## src/rtl/room_fsm.sv

```systemverilog
// rtl/room_fsm.sv - room-navigation FSM: synchronized direction presses, room tracking, move count
// Resolves the Dragon's Den from the sword-tracking stage's v flag one edge after entry.

module room_fsm #(
   parameter int SYNC_STAGES = 2,
   parameter int MOVE_W      = 8
) (
   input  logic              clk,
   input  logic              reset,
   input  logic              n,
   input  logic              s,
   input  logic              e,
   input  logic              w,
   input  logic              v,
   output logic              sw,
   output logic [6:0]        room,
   output logic              win,
   output logic              dead,
   output logic [MOVE_W-1:0] moves
);

   typedef enum logic [2:0] {
      CAVE        = 3'd0,
      TUNNEL      = 3'd1,
      RIVER       = 3'd2,
      SWORD_STASH = 3'd3,
      DEN         = 3'd4,
      VAULT       = 3'd5,
      GRAVEYARD   = 3'd6
   } room_t;

   // Direction vectors are ordered {n, s, e, w}.
   localparam int DIR_N = 3;
   localparam int DIR_S = 2;
   localparam int DIR_E = 1;
   localparam int DIR_W = 0;

   logic [3:0]        sync_q [SYNC_STAGES];
   logic [3:0]        prev_q;
   logic [3:0]        press;
   logic              single;
   logic              step;
   room_t             state_q;
   room_t             state_d;
   logic [MOVE_W-1:0] moves_q;

   assign press  = sync_q[SYNC_STAGES-1] & ~prev_q;
   assign single = $onehot(press);

   always_ff @(posedge clk or negedge reset) begin
      if (!reset) begin
         for (int i = 0; i < SYNC_STAGES; i++) begin
            sync_q[i] <= '0;
         end
         prev_q  <= '0;
         state_q <= CAVE;
         moves_q <= '0;
      end else begin
         sync_q[0] <= {n, s, e, w};
         for (int i = 1; i < SYNC_STAGES; i++) begin
            sync_q[i] <= sync_q[i-1];
         end
         prev_q  <= sync_q[SYNC_STAGES-1];
         state_q <= state_d;
         if (step && (moves_q != {MOVE_W{1'b1}})) begin
            moves_q <= moves_q + 1'b1;
         end
      end
   end

   // Multi-button edges are consumed by prev_q even though no move is taken.
   always_comb begin
      state_d = state_q;
      step    = 1'b0;
      case (state_q)
         CAVE: begin
            if (single && press[DIR_E]) begin
               state_d = TUNNEL;
               step    = 1'b1;
            end
         end
         TUNNEL: begin
            if (single && press[DIR_S]) begin
               state_d = RIVER;
               step    = 1'b1;
            end else if (single && press[DIR_W]) begin
               state_d = CAVE;
               step    = 1'b1;
            end
         end
         RIVER: begin
            if (single && press[DIR_N]) begin
               state_d = TUNNEL;
               step    = 1'b1;
            end else if (single && press[DIR_W]) begin
               state_d = SWORD_STASH;
               step    = 1'b1;
            end else if (single && press[DIR_E]) begin
               state_d = DEN;
               step    = 1'b1;
            end
         end
         SWORD_STASH: begin
            if (single && press[DIR_E]) begin
               state_d = RIVER;
               step    = 1'b1;
            end
         end
         DEN: begin
            state_d = v ? VAULT : GRAVEYARD;
         end
         VAULT, GRAVEYARD: begin
            state_d = state_q;
         end
         default: begin
            state_d = CAVE;
         end
      endcase
   end

   // The unused encoding shifts the bit out and shows an all-zero room for one cycle.
   assign room  = 7'(7'd1 << state_q);
   assign sw    = (state_q == SWORD_STASH);
   assign win   = (state_q == VAULT);
   assign dead  = (state_q == GRAVEYARD);
   assign moves = moves_q;

endmodule

```

## config.mk

```make
export PLATFORM = sky130hd
export DESIGN_NAME = room_fsm
export DESIGN_NICKNAME = d
export VERILOG_FILES = /design/src/rtl/room_fsm.sv
export SDC_FILE = /design/constraint.sdc
export NUM_CORES = 1
export LEC_CHECK = 0
export CAP_MARGIN = 20
export CELL_PAD_IN_SITES_DETAIL_PLACEMENT = 2
export CELL_PAD_IN_SITES_GLOBAL_PLACEMENT = 2
export CORE_ASPECT_RATIO = 0.5
export CORE_MARGIN = 8
export CORE_UTILIZATION = 29
export CTS_CLUSTER_SIZE = 24
export DETAILED_ROUTE_END_ITERATION = 7
export GPL_ROUTABILITY_DRIVEN = 0
export PLACE_DENSITY_LB_ADDON = 0.05
export SLEW_MARGIN = 30
export SYNTH_ARGS = -nofsm -noshare
export SYNTH_HDL_FRONTEND = slang
export SYNTH_SLANG_ARGS = --single-unit
```

## constraint.sdc

```tcl
create_clock -name clk -period 6.2 [get_ports clk]
set_input_delay 0.62 -clock clk [delete_from_list [all_inputs] [get_ports clk]]
set_output_delay 0.62 -clock clk [all_outputs]
set_load 0.01 [all_outputs]
```

-- After elaboration in Yosys (flattened, before gate mapping)
Cells that the tools add are included.
- flip-flop bits (word level): 23
- input port bits: 7
- output and inout bits: 18
- word-level logic and storage cells: 49
- add/subtract/negate cells: 4
- equality and inequality tests: 12
- shift operators: 1
- multiplexer cells: 15
- bitwise gates (word level): 3
- reduce and logical (&&, ||, !) cells: 9
- operators by type and width (kind ; number):
    $mux W3 ; 7
    $pmux W3 S6 ; 1
    $eq A3 B3 Y1 const B ; 3
    $add A8 B1 Y8 const B ; 1
    $ne A8 B8 Y1 const B ; 1
    $shl A1 B3 Y7 const A ; 1
    $eq A3 B1 Y1 const B ; 2
    $eq A3 B2 Y1 const B ; 2
    $logic_and A1 B1 Y1 ; 5
    $mux W1 ; 5
    $reduce_and A5 Y1 ; 1
    $add A1 B1 Y2 ; 2
    $and A4 B4 Y4 ; 1
    $ne A4 B4 Y1 const B ; 1
    $not A4 Y4 ; 1
    $reduce_or A2 Y1 ; 2
    $add A2 B2 Y3 ; 1
    $logic_not A3 Y1 ; 1
    $ne A3 B3 Y1 const B ; 1
    $pmux W1 S3 ; 1
    $mux W2 ; 1
    $ne A2 B1 Y1 const B ; 1
    $ne A2 B2 Y1 const B ; 1
    $not A1 Y1 ; 1

-- Longest topological paths before layout
- depth in word-level cells: 11
- gate-level depth with buffers: 11
- depth with buffers taken out: 11

-- Worst setup path after synthesis
OpenSTA, ideal clock, no wires.
- path kind: reg2reg
- start point: register prev_q[3]
- end point: register moves_q[1] (netlist: moves[1])
- library setup time: 0.128 ns
- arrival: 2.661 ns
- setup slack: 3.411 ns
- cell stages (with the launch flop): 11
- path buffers: 0
- period minus slack after synthesis: 2.789 ns
- path through: dfrtp_1 -> and2b_2 -> inv_1 -> fa_1 -> inv_1 -> ha_1 -> ha_1 -> nor3b_4 -> o311ai_2 -> a31oi_4 -> mux2_1
- word-level cells in the longest chain between the ends: 11
- elaborated cells on any way between the ends: 16
- RTL lines (element ; RTL line ; source):
    from (decl) ; 39 ; logic [3:0] prev_q;
    from (signal assigned) ; 63 ; prev_q <= sync_q[SYNC_STAGES-1];
    $not A4 Y4 * ; 47 ; assign press = sync_q[SYNC_STAGES-1] & ~prev_q;
    $and A4 B4 Y4 * ; 47 ;
    $add A1 B1 Y2 (not written as such) ; 48 ; assign single = $onehot(press);
    $add A2 B2 Y3 (not written as such) ; 48 ;
    $eq A3 B1 Y1 ; 48 ;
    $logic_and A1 B1 Y1 ; 77, 98, 104 ;
    $mux W1 ; 77, 98, 104 ;
    $mux W1 ; 95 ; end else if (single && press[DIR_W]) begin
    $mux W1 ; 92 ; if (single && press[DIR_N]) begin
    $pmux W1 S3 * ; 75 ; case (state_q)
    $logic_and A1 B1 Y1 * ; 65 ; if (step && (moves_q != {MOVE_W{1'b1}})) begin
    to (signal assigned) ; 66 ; moves_q <= moves_q + 1'b1;
    to (decl) ; 45 ; logic [MOVE_W-1:0] moves_q;
Every way passes the cells marked *; elsewhere a longest branch is shown, timed or not.
A chain may end at the register's enable or synchronous reset.

-- Worst setup path after layout
- start point: register prev_q[0]
- end point: register moves_q[1] (netlist: moves[1])
Same word-level chain as after synthesis.

==> reports/metrics.cfg <==
[grt]
grt_max_degree=24
grt_pass1_wl_um=4780
grt_util_all_layers=0.0977
grt_pass1_vias=930
overflow=0
antenna_found_initial=0

[floorplanning]
initial_core_util=0.294
num_io_pins=25
die_y_um=59.9
core.rowCount=16
dieArea_mm2=0.00622
core_area_mm2=0.00380
die_w_um=104

[timing]
skew_ns=0.00575
worst_slack_ns=3.14
timing.final.crit_share=0.494
finalSetupViolCount=0
setup_tns_ns=0
rsz0062_at_grt=false
finalHoldViolCount=0
hold_ws_ns=0.323
maxSlewViolCount=0
slew_headroom=0.639
fin_crit_ns=3.06
worst_pin_slew_ns=0.541
fmax_mhz=327

[worst_setup_path]
start_kind=flop
crit_fanout=8
cp_data_required_time_ns=6.35
worstSetupPathType=reg2reg
arrival_ns=3.22
crit_chain=and2b_1 -> inv_1 -> fa_1 -> inv_1 -> ha_1 -> ha_1 -> nor3b_4 -> o311ai_2 -> a31oi_4 -> mux2_1
critPathSlowestCell=fa_1
crit_path_end_kind=flop
max_stage_delay_ns=0.51

[routing]
routed_wl_um=2830
drt-initial-drc-count=13
drc=0
ant_nets=0
routed_via_density=4.75
vias=850
dr.pass1.iters=2
detail_route.wl_per_cell_um=15.8

[clock_network]
htreeDepth=1
insertion_delay_ns=0.27
path_clk_slew_ns=0.09
cts_buffers=3
hold_buffers=0
cts_max_path_buffers=2
clockRootBuffer=clkbuf_8
tritoncts=done
clkSinkCount=23
cts_setup_buffers=0
cts_resized=0

[cells_and_area]
layout-drive-gt1-share=0.104
fin_nets=137
antenna_cells=0
area_growth_pct=28.0
mostFrequentLayoutCells=clkdlybuf4s50_1, dfrtp_1, inv_1, nor2_1, nand2_1
final_util=0.376
layoutNonFillerInstCount=179

[logic_synthesis]
synth_top_area_frac=0.515
synth_flop_cell=dfrtp_1
ys_seq_area_frac=0.515
synth_area_leaders=dfrtp_1, xnor2_1, ha_1, and2b_2, nand4_1
synth_xor_area_frac=0.0549
synth_nets=114
synthMuxAreaShare=0.0101
netlist-cell-type-count=32
synth_area_per_cell_um2=10.8
async_flop_share=1.00
ys_ff_latch=23
synth_area_mm2=0.00112
ys.warnings.count=0
synth_fa_ha_area_frac=0.0515
yosysTopAreaCell=dfrtp_1
synth_compound_area_frac=0.127
synth_top_family_by_area=simple AND/OR/NAND/NOR gates
netlist_instances=103
synth_edf_count=0
yosys.area_share.simple=0.180

[placed_design]
post-place-cells=175
io_buffers=24
pre_cts_slack_ns=3.15
dpl.hpwl_um=2090

[power]
power.static_leakage_uw=0.000575
pwr_density_cell_mw_per_mm2=386
vdd_drop_max_mv=0.124

[worst_hold_path]
hp-class=in2async

[outcome]
outcome=finished, final reports clean

[job]
cap_violations=0

-- where the power goes --
| part | internal, µW | total, µW | switching, µW |
|---|---|---|---|
| logic | 115 | 221 | 106 |
| clock network | 45.5 | 98.6 | 53.0 |
| registers | 177 | 233 | 56.5 |
-- synth_stat cells (2+ instances only) --
| library cell | instances |
|---|---|
| buf_4 | 4 |
| nand2_1 | 8 |
| a21oi_1 | 4 |
| a31oi_1 | 2 |
| nand2b_1 | 2 |
| nor3_1 | 3 |
| dfrtp_1 | 23 |
| o21ai_0 | 5 |
| nor2_1 | 8 |
| inv_1 | 8 |
| and2b_2 | 4 |
| xnor2_1 | 6 |
| ha_1 | 3 |
| nand4_1 | 5 |
-- stage by stage --
stage               cell area [µm²]  total power (µW)
floorplan                      1120               352
global placement               1390               454
detailed placement             1380               458
CTS                            1430               562
global route                   1430               593
finish                         1430               553
-- state kept, by name, summed over array words and instances (netlist names) --
name	count
prev_q	4
sync_q	8
moves	8
state_q	3
-- path summary, 6_finish.rpt --
path	cells past startpoint	slack (ns)	from	endpoint
min in group clk	0	0.35	sync_q[6]$_DFF_PN0_	sync_q[2]$_DFF_PN0_
max in group asynchronous	1	5.52	reset	moves[1]$_DFFE_PN0P_
worst min-delay path	1	0.32	reset	sync_q[2]$_DFF_PN0_
worst min register to register	0	0.35	sync_q[6]$_DFF_PN0_	sync_q[2]$_DFF_PN0_
worst max-delay path	10	3.14	prev_q[0]$_DFF_PN0_	moves[1]$_DFFE_PN0P_
worst max register to register	10	3.14	prev_q[0]$_DFF_PN0_	moves[1]$_DFFE_PN0P_
-- cells by family after synthesis --
logic type | count (synthesis)
and+or+nand+nor | 35
DFF | 23
AOI/OAI and AO/OA | 19
buffers and inverters | 14
xor gates and xnor gates | 7
adders and majority gates | 4
muxes | 1
-- layout make-up --
class | instances | area, µm²
Fill cell | 429 | 2370
Sequential cell | 23 | 576
Multi-Input combinational cell | 66 | 473
Timing Repair Buffer | 24 | 235
Tap cell | 54 | 67.6
Clock buffer | 3 | 41.3
Inverter | 8 | 30.0
Clock inverter | 1 | 7.51
-- critical path, delay by kind of cell (launching register included) --
family	cells	cell delay (ns)
and+or+nand+nor	2	0.58
muxes	1	0.35
adders and majority gates	3	1.02
buffers and inverters	2	0.15
DFF	1	0.36
AOI/OAI and AO/OA	2	0.48
-- per-layer routing --
metal | share of wire | wire length, µm | vias up | global-route usage
met1 | 0.52 | 1460 | 436 | 0.129
met5 | 0 | 0 | - | 0
met2 | 0.43 | 1230 | 19 | 0.149
met4 | 0.0025 | 7 | 0 | 0.0183
met3 | 0.048 | 137 | 2 | 0.0376
li1 | - | - | 393 | -
(Power assumes the default switching activity.)
==> edit 1: new RTL, config.mk and constraints unchanged <==
Set the parameter `SYNC_STAGES` to 4 (it was 2).
--- a/src/rtl/room_fsm.sv
+++ b/src/rtl/room_fsm.sv
@@ -4,3 +4,3 @@
 module room_fsm #(
-   parameter int SYNC_STAGES = 2,
+   parameter int SYNC_STAGES = 4,
    parameter int MOVE_W      = 8
Check against the original RTL: not equivalent (Yosys sat finds a counterexample within 4 cycles, from zero or initial values and one cycle with reset low).
==> edit 1 against the original RTL <==
Sequential share of layout area increased by 5.3 points. Core utilization grew 1.1 points. Clock power is 52% higher. Cell count is 11% higher. Power is 16% higher. Clock skew is 0.0035 ns lower. Worst setup slack worse by 0.36 ns. Critical path depth increased by 1. Design area is 19% higher. Highest routed layer is now met3. First-iteration DRC count up 120%. Area after synthesis up 19%. Sequential cell count up 8. Routed wire length grew 5.6%.
==> edit 1: results (changes against the original RTL) <==
post-synth cell types=35 (+9.4%); Syn Nets=125 (+9.6%); post-CTS setup buffer count=0 (unchanged); largest net degree at the start of global routing=32 (+33%); synth cell count leaders=dfrtp_1 (31), inv_1 (9), o21ai_0 (7); register area share after synthesis=58.4% (+6.9 points); All-Layer GR Usage=8.80% (-0.96 points); Area after DPL=0.00161 mm² (+17%); Max VDD drop=127 µV (+2.7%); H-Tree Depth=2 (+1); Cells after DPL=190 (+8.6%); status=finished, final reports clean; vias in the first global route=1015 (+9.1%); CP max stage delay=0.51 ns (about the same); Biggest register=sync_q; r2r setup slk=2.78 ns (-0.36 ns); diodes inserted=0 (unchanged); global-route wire length before repair=5.10 mm (+6.7%); Setup Skew=0.00228 ns (-0.00347 ns); Mean Syn Cell Area=11.7 µm² (+7.4%); Vias/cell=4.67 (-1.6%); CTS root buf=clkbuf_8; crit path to=moves[7]; worst-case reg-to-reg path depth=11 (+1); met2 Track Usage GR=13.0% (-1.9 points); quantity of gates resized following cts=0 (unchanged); number of antenna violations at the first check in global routing=0 (unchanged); Layout fillers=479 (+12%); GR Layer Usage met1=11.3% (-1.7 points); Final HPWL DP=2.25 mm (+7.6%); DRT iter0 DRCs=28 (+15); worst hold path type=reg2reg; drt pass-1 iters=4 (+2); final net count=151 (+10%); critical path peak fanout=6 (-2); clk_lat worst skew=0.27 ns (about the same); slew margin rel.=70.0% (+6.1 points); worst-path cell with the longest stage delay=fa_1; clock-pin slew on the worst setup and hold paths=0.06 ns (-0.03 ns); Detailed Route WL=2.99 mm (+5.6%); max reg flops=16; M3 GR Usage=4.49% (+0.73 points); layout cells sized above 1=12.1% (+1.7 points); crit path launch=sync_q[0]; reg2reg end=moves[7]; Synth warnings=0 (unchanged); FFs w/ async S/R, synth=100% (unchanged); Critical R2R Launch=sync_q[0]; Longest Clk Path Bufs=2 (unchanged); fin cells=198 (+11%); largest cells by area after synthesis=dfrtp_1 (58%), ha_1 (2.8%), o21ai_0 (2.6%); P_leak=0.000722 µW (+25%); WP data arrival=3.62 ns (+0.40 ns); total CTS buffers=5 (+2)
[edit 1: routing by layer]
metal | wire length [µm] | up-vias
met4 | 0 | 0
met3 | 222 | 0
met2 | 1310 | 24
met1 | 1460 | 459
met5 | 0 | -
li1 | - | 442
[edit 1: cells by family after synthesis]
kind of cell / after synthesis / share of synthesized area, %
AND/OR/NAND/NOR: 32 / 14.3
flip-flops: 31 / 58.4
AO/OA/AOI/OAI: 25 / 13.0
buffers and inverters: 15 / 5.08
XOR/XNOR: 5 / 3.30
adder cells (fa/ha/maj): 4 / 4.33
multiplexers: 2 / 1.60
[edit 1: worst min path at each step]
| stage | end | depth (start not counted) | start | slack [ns] |
|---|---|---|---|---|
| 2_1_floorplan | moves[0] | 0 | reset | 0.32 |
| 3_3_place_gp | sync_q[0] | 0 | sync_q[4] | 0.33 |
| 3_5_place_dp | sync_q[0] | 0 | sync_q[4] | 0.34 |
| 4_1_cts | sync_q[0] | 0 | sync_q[4] | 0.35 |
| 5_1_grt | sync_q[0] | 0 | sync_q[4] | 0.36 |
| 6_report | sync_q[0] | 0 | sync_q[4] | 0.35 |
[edit 1: metrics by stage]
step / utilization (%) / total power, µW / setup slack, ns
2_1_floorplan: - / 394 / 3.03
3_3_place_gp: 36.7 / 497 / 2.84
3_5_place_dp: 36.7 / 499 / 2.72
4_1_cts: 38.7 / 653 / 2.70
5_1_grt: 38.7 / 686 / 2.53
6_report: 38.7 / 640 / 2.78
[edit 1: worst max-delay path, delay by kind of cell, from the launching register on]
family / cells / cell delay (ns)
simple gates: 4 / 1.44
flops: 1 / 0.35
xor+xnor: 1 / 0.19
compound gates: 1 / 0.23
buf+inv: 2 / 0.15
fa+ha+maj: 3 / 0.98
[edit 1: area by class of cell]
type	instances	share of cell area [%]
clock buffers	5	4.04
clock inverters	3	1.18
inverters	9	1.98
multi-input cells	68	28.5
flip-flops and latches	31	45.6
well taps	57	4.19
repair buffers	25	14.5
[edit 1: where the power goes]
group / leakage [µW] / internal (µW) / switching (µW)
sequential: 0.000376 / 231 / 47.7
combinational: 0.000306 / 112 / 99.2
clock: 0.0000402 / 77.9 / 72.6
total: 0.000722 / 421 / 220
==> edit 2: new RTL, same settings <==
Made on the original files. Put a register stage on the outputs `sw`, `room`, `win` and `dead`, cleared by the reset. The values now appear one clock later. The other outputs are not delayed to match. Comments in the files are not updated.
--- a/src/rtl/room_fsm.sv
+++ b/src/rtl/room_fsm.sv
@@ -121,6 +121,15 @@
    // The unused encoding shifts the bit out and shows an all-zero room for one cycle.
-   assign room  = 7'(7'd1 << state_q);
-   assign sw    = (state_q == SWORD_STASH);
-   assign win   = (state_q == VAULT);
-   assign dead  = (state_q == GRAVEYARD);
+   always_ff @(posedge clk or negedge reset) begin
+      if (!reset) begin
+         sw   <= '0;
+         room <= '0;
+         win  <= '0;
+         dead <= '0;
+      end else begin
+         sw   <= (state_q == SWORD_STASH);
+         room <= 7'(7'd1 << state_q);
+         win  <= (state_q == VAULT);
+         dead <= (state_q == GRAVEYARD);
+      end
+   end
    assign moves = moves_q;
Function: changed (a bounded check fails within 4 cycles, from zero or initial values and one cycle with reset low).
==> edit 2 against the original RTL <==
Worst setup slack got worse by 0.25 ns. Sequential cell count increased by 7. Clock power rose by 68%. Routed wire length is 7.8% higher. Area after synthesis up 18%. Power is 20% higher. Via count rose by 9.6%. Design area rose by 18%. Largest power group unchanged.
==> edit 2: results (changes against the original RTL) <==
Cells after DPL=191 (+9.1%); crit path launch=sync_q[0]; P_leak=0.000734 µW (+28%); Slew @ Worst Pin=0.532 ns (-0.00918 ns); Buffers excl. clock=25 (+4.2%); Multi-In Gates=69 (+4.5%); All-Layer GR Usage=9.07% (-0.70 points); Syn Nets=126 (+11%); multi-input logic area=484 µm² (+2.4%); Setup Skew=0.00542 ns (-0.000326 ns); WP data arrival=3.47 ns (+0.25 ns); worst hold margin=0.350 ns (+0.0266 ns); status=finished, final reports clean; Signal buf overhead=14.7% (-1.8 points); worst hold path type=reg2reg; Die W=111 µm (+7.1%); drt pass-1 iters=4 (+2); Area after DPL=0.00159 mm² (+15%); largest cells by area after synthesis=dfrtp_1 (57%), xor2_1 (3.3%), ha_1 (2.9%); fin util=38.5% (+0.89 points); Vias/cell=4.68 (-1.4%); Register Area=751 µm² (+30%); clk sinks=30 (+30%); Clock Buffer Count=6 (+3); Detailed Route WL=3.06 mm (+7.8%); total CTS buffers=5 (+2); H-Tree Depth=2 (+1); pre-CTS WS=2.89 ns (-0.258 ns); Mean Syn Cell Area=11.4 µm² (+5.3%); DRT iter0 DRCs=29 (+16); worst-case reg-to-reg path depth=11 (+1); synth cell count leaders=dfrtp_1 (30), inv_1 (10), nor2_1 (7), o21ai_0 (7), nand2_1 (6); clock network area share=5.64% (+2.2 points); Max VDD drop=171 µV (+38%); vias in the first global route=1069 (+15%); register area share after synthesis=57.1% (+5.6 points); layout cells sized above 1=11.3% (+0.87 points); Layout fillers=473 (+10%)
[edit 2: changes by cell type in the layout (fill, tap and decap cells not counted), sizes merged, moves of 4 or more]
cell   change
dfrtp      +7
xnor2      -6
and2b      -5
nand4      -5
nor2b      +5
xor2       +4
[edit 2: cell families (layout without fill, tap and decap cells)]
kind of cell | count (synthesis) | after routing | share of synthesized area (%)
and+or+nand+nor | 32 | 32 | 13.8
DFF | 30 | 30 | 57.1
AOI/OAI and AO/OA | 26 | 26 | 13.7
buffers and inverters | 16 | 43 | 6.00
xor gates and xnor gates | 5 | 5 | 3.33
adders and majority gates | 4 | 4 | 4.38
muxes | 2 | 2 | 1.62
[edit 2: report_power, final]
part | internal (µW) | switching, µW | leakage [µW]
Clock | 89.1 | 76.7 | 0.0000472
Combinational | 112 | 95.6 | 0.000311
Sequential | 236 | 55.9 | 0.000376
Total | 437 | 228 | 0.000734
[edit 2: worst max-delay path, stage by stage, from the launching register on]
cell and delay (ns):
dfrtp_1 0.34, nor2b_1 0.36, inv_1 0.11, fa_1 0.52
inv_1 0.04, ha_1 0.19, ha_1 0.27, nor2_1 0.11
nand2_1 0.17, a311o_2 0.48, a31oi_2 0.24, mux2_1 0.35
[edit 2: how the worst max path moves through the flow]
stage / end / slack (ns) / depth (start not counted)
after CTS: moves[1] / 2.84 / 11
after floorplan: moves[1] / 3.22 / 11
final: moves[1] / 2.89 / 11
after global placement: moves[1] / 3.06 / 11
after global routing: moves[1] / 2.68 / 11
after detailed placement: moves[1] / 2.89 / 11
[edit 2: metal layers]
metal	share of wire [%]	global-route usage, %	vias to the layer above
met5	0	0	-
met4	1.2	3.46	0
met3	7.2	4.82	8
met2	45	14.0	24
met1	47	10.4	455
li1	-	-	445
